File: src/rtl/mult_pkg.sv
// Shared definitions for the shift-add multiplier: default width, counter
// width and accumulator slice positions used by the datapath and its control FSM.
package mult_pkg;

    localparam int N_DEFAULT = 8;

    // Counter must be able to hold the value N itself.
    function automatic int cnt_width(input int n);
        return $clog2(n + 1);
    endfunction

    function automatic int acc_msb(input int n);
        return 2 * n;
    endfunction

    function automatic int acc_hi_lsb(input int n);
        return n;
    endfunction

    function automatic int acc_lo_msb(input int n);
        return n - 1;
    endfunction

endpackage

File: src/rtl/mult_adder.sv
// Zero-extended N-bit adder producing an N+1-bit sum with carry out.
module mult_adder #(
    parameter int N = 8
) (
    input  logic [N-1:0] a,
    input  logic [N-1:0] b,
    output logic [N:0]   sum
);

    assign sum = {1'b0, a} + {1'b0, b};

endmodule

File: src/rtl/mult_datapath.sv
// Command-driven shift-add multiplier datapath: accumulator, multiplicand
// register and saturating shift counter, sequenced by an external control FSM.
module mult_datapath
    import mult_pkg::*;
#(
    parameter int N       = N_DEFAULT,
    parameter int K_LIMIT = N
) (
    input  logic           clk,
    input  logic           rst,
    input  logic           Load,
    input  logic           Sh,
    input  logic           Ad,
    input  logic [N-1:0]   Mplier,
    input  logic [N-1:0]   Mcand,
    output logic           K,
    output logic           M,
    output logic [2*N-1:0] Product
);

    localparam int CW     = cnt_width(N);
    localparam int A_MSB  = acc_msb(N);
    localparam int HI_LSB = acc_hi_lsb(N);
    localparam int LO_MSB = acc_lo_msb(N);

    logic [A_MSB:0] acc_reg, acc_next, acc_sum;
    logic [N-1:0]   mc_reg, mc_next;
    logic [CW-1:0]  cnt_reg, cnt_next;
    logic [N:0]     add_sum;

    mult_adder #(.N(N)) u_adder (
        .a   (acc_reg[A_MSB-1:HI_LSB]),
        .b   (mc_reg),
        .sum (add_sum)
    );

    // Add result feeds the shifter so Ad+Sh completes in one cycle.
    always_comb begin
        acc_sum  = acc_reg;
        acc_next = acc_reg;
        mc_next  = mc_reg;
        cnt_next = cnt_reg;
        if (Load) begin
            acc_next = {{(N+1){1'b0}}, Mplier};
            mc_next  = Mcand;
            cnt_next = '0;
        end else begin
            if (Ad) begin
                acc_sum = {add_sum, acc_reg[LO_MSB:0]};
            end
            if (Sh) begin
                acc_next = acc_sum >> 1;
                if (cnt_reg != CW'(N)) begin
                    cnt_next = cnt_reg + 1'b1;
                end
            end else begin
                acc_next = acc_sum;
            end
        end
    end

    always_ff @(posedge clk or negedge rst) begin
        if (!rst) begin
            acc_reg <= '0;
            mc_reg  <= '0;
            cnt_reg <= '0;
        end else begin
            acc_reg <= acc_next;
            mc_reg  <= mc_next;
            cnt_reg <= cnt_next;
        end
    end

    assign K       = (cnt_reg == CW'(K_LIMIT));
    assign M       = acc_reg[0];
    assign Product = acc_reg[A_MSB-1:0];

endmodule

File: config.mk
export PLATFORM = sky130hd
export DESIGN_NAME = mult_datapath
export DESIGN_NICKNAME = d
export VERILOG_FILES = /design/src/rtl/mult_pkg.sv /design/src/rtl/mult_adder.sv /design/src/rtl/mult_datapath.sv
export SDC_FILE = /design/constraint.sdc
export NUM_CORES = 1
export LEC_CHECK = 0
export ABC_AREA = 1
export ABC_CLOCK_PERIOD_IN_PS = 1900
export CAP_MARGIN = 20
export CORE_ASPECT_RATIO = 1.75
export CORE_UTILIZATION = 50
export CTS_BUF_LIST = sky130_fd_sc_hd__clkbuf_8 sky130_fd_sc_hd__clkbuf_16
export DETAILED_ROUTE_END_ITERATION = 10
export GPL_TIMING_DRIVEN = 0
export PLACE_DENSITY = 0.79
export SLEW_MARGIN = 40
export SYNTH_ARGS = -nofsm -noshare
export SYNTH_HDL_FRONTEND = slang
export SYNTH_SLANG_ARGS = --single-unit
File: constraint.sdc
create_clock -name clk -period 1.9 [get_ports clk]
set_input_delay 0.38 -clock clk [delete_from_list [all_inputs] [get_ports clk]]
set_output_delay 0.38 -clock clk [all_outputs]
set_load 0.005 [all_outputs]
==> results by group <==
Route
  – Residual DRC: 0
  – Vias: 1586
  – Total Wirelength: 3820 microns
  – DR iter-0 viols: 60
  – Post-route ant nets: 0
  – Drt wl/cell: ~12 microns
  – Initial DRT Pass Iterations: 4
  – Via density: 5.05

Logic synthesis
  – Adder-cell share of the synthesized area: between 7 and 8%
  – Multiplexer area fraction after synthesis: less than 1%
  – Syn_area_per_cell: a little over 8 sq um
  – Dominant cells by area after synthesis: dfrtp_1 (39%), nand2_1 (13%), buf_4 (7.4%)
  – Simple-Gate Fraction of Synth Area: between 20 and 30%
  – Count leader, synth: nand2_1
  – Synthesis-stage register bit count: 29
  – Combinational family with the most area after synthesis: simple AND/OR/NAND/NOR gates
  – Synth Net Count: 253
  – Top_reg_cell synth: dfrtp_1
  – Synth unique cells: 29
  – Yosys top cell area share: approximately two fifths
  – Post-Synthesis Cells: between 200 and 250
  – Area of the mapped netlist: 1840 sq um
  – Post-synth top cells: nand2_1 (66), dfrtp_1 (29), buf_4 (18), nand3_1 (18), inv_1 (17)
  – EDFF count, synth: 0
  – Asr flop ratio synth: 100%
  – Seq/Total Area, Yosys: a little under 40%
  – Biggest area consumer among synthesized cells: dfrtp_1
  – Yosys warns: 0
  – Post-Synth XOR/XNOR Area: 0.953%
  – Synth Area in Compound Gates: just under 9%

Floorplanning
  – I/O Pins: 39
  – Initial Utilization: a little over half
  – Chip height: 82.2 microns
  – Die area: around 3900 sq um
  – Die W: 47.8 microns
  – Core area: roughly 3400 sq um
  – # rows: 28

Timing
  – Setup TNS: 0 ns
  – Setup violators final: 0
  – Unrepaired setup endpoints after global routing: false
  – Fin Hold WS: 0.123 ns
  – Final min period: approximately 1.8 ns
  – Fmax achieved: roughly 570 MHz
  – Tightest Pin Transition: approximately 0.65 ns
  – Worst rel slew slack: about 57%
  – Final hold violations: 0
  – Clock Skews: between 0.007 and 0.008 ns
  – Slew Viols, Final: 0
  – Period Utilization, post-route: between 90 and 100%

Worst setup path
  – Slowest CP cell: fa_1
  – CP Capture Type: flip-flop
  – Worst path cell trace: ha_1 > inv_1 > fa_1 > inv_1 > nand2_1 > nand2_2 > nand2_2 > or2_1 > nand3_2 > nand3_2 > o21ai_2
  – Arr. time, crit path: just under 2 ns
  – CP max stage delay: 0.40 ns
  – CP bufs+invs: 2
  – Worst setup path class: flip-flop to flip-flop
  – Top delay family on crit path: adder cells
  – CP Launch Type: flip-flop
  – Worst EP required: 2.11 ns
  – Largest fanout on the critical path: 3

Clock tree
  – Total clock sinks: 29
  – CTS tree: built
  – TritonCTS buffer count: 5
  – Worst skew pair latency: approximately 0.28 ns
  – CTS Buffer Depth: 2
  – CTS HTree Levels: 2
  – Clock transition at path regs: about 0.07 ns
  – Root Buffer: clkbuf_8

Global routing
  – Total gr overflow: 0
  – Vias in the first global route: about 1500
  – First-pass GRT wire length: 6290 microns
  – Total GRT Usage: around 23%
  – Largest net degree at the start of global routing: 30
  – Antenna violations before repair: 0

Finish
  – Multi-input logic area: ~870 sq um
  – Fillers: roughly 310
  – Final cell count without fillers: 314
  – Max FFs per register: 17
  – Final cell utilization of the core: a little over two thirds
  – Antenna cells: 0
  – Layout net count: 300
  – Register area: roughly 730 sq um
  – Layout cells sized above 1: around a fifth
  – P&R area growth vs syn: 29.9%

Placement
  – HPWL Detailed: between 3000 and 4000 microns
  – PortBufs: 38
  – Placed cells: approximately 300
  – Routability cong.: about 0.75

Power and ir drop
  – Cell area power density: around 760 nW/um^2
  – Leak: 1.20 nW
  – Worst VDD drop: between 700 and 800 uV

Min path
  – Hold WC Path Type: primary input to asynchronous set/reset pin

Flow run
  – # Max-Cap Violations: 0

Run status
  – Outcome: finished, final reports clean
==> metrics by stage <==
stage                     instance area, sq um  setup slack, ns  power, W
final                                     2390            0.135   0.00181
after global placement                    2270          0.00641   0.00125
after detailed placement                  2270            0.104   0.00126
after floorplan                           1840            0.282   0.00106
after global routing                      2390          0.00362   0.00192
after CTS                                 2390            0.128   0.00183
==> logic make-up after synthesis <==
group,Yosys count
multiplexers,1
buffers and inverters,42
AO/OA/AOI/OAI,24
flip-flops,29
XOR/XNOR,2
adder cells (fa/ha/maj),11
AND/OR/NAND/NOR,112
==> final timing paths <==
kind	endpoint	slack [ns]	cells after the start	startpoint
setup reg to reg	acc_reg[11]	0.13	11	acc_reg[8]
max in group asynchronous	mc_reg[6]	1.34	1	rst
hold / removal	cnt_reg[2]	0.12	1	rst
hold reg to reg	mc_reg[0]	0.48	2	mc_reg[0]
setup / recovery	acc_reg[11]	0.13	11	acc_reg[8]
min in group clk	mc_reg[0]	0.48	2	mc_reg[0]
==> layout by cell type (no fill, tap or decap), drive strengths merged, types with 2 or more instances in the layout <==
| master | instances |
|---|---|
| a21oi | 3 |
| a22oi | 7 |
| buf | 24 |
| clkbuf | 7 |
| clkdlybuf4s50 | 36 |
| clkinv | 2 |
| dfrtp | 29 |
| ha | 10 |
| inv | 20 |
| nand2 | 68 |
| nand3 | 24 |
| nand3b | 2 |
| nor2 | 9 |
| o21ai | 11 |
| o22ai | 2 |
| or2 | 8 |
| xor2 | 2 |
==> area by class of cell <==
cell class / count / area share (%)
Clock buffer: 7 / 4.04
Clock inverter: 1 / 0.210
Buffer: 21 / 7.08
Sequential cell: 29 / 30.4
Tap cell: 45 / 2.36
Timing Repair Buffer: 40 / 16.3
Inverter: 21 / 3.30
Multi-Input combinational cell: 150 / 36.3
==> report_power, final <==
group	internal [W]	total, W	switching, W
Combinational	0.000284	0.000528	0.000245
Sequential	0.000674	0.000718	0.0000440
Clock	0.000327	0.000560	0.000233
Total	0.00128	0.00181	0.000522
==> routing by layer <==
metal / GRT usage, % / up-vias / wire length (microns) / share of wire [%]
met5: 0 / - / 0 / 0
met4: 9.72 / 0 / 59 / 1.5
met3: 3.70 / 6 / 118 / 3.1
met2: 40.8 / 35 / 2130 / 56
met1: 24.3 / 751 / 1510 / 40
li1: - / 794 / - / -
==> what timing repair did <==
item                       in CTS  in global routing
hold buffers                    0                  0
gates resized for setup         2                  0
setup endpoints to repair       1                  0
setup buffers                   2                  0
hold endpoints to repair        0                  0
Power figures use the tool's default switching activity.
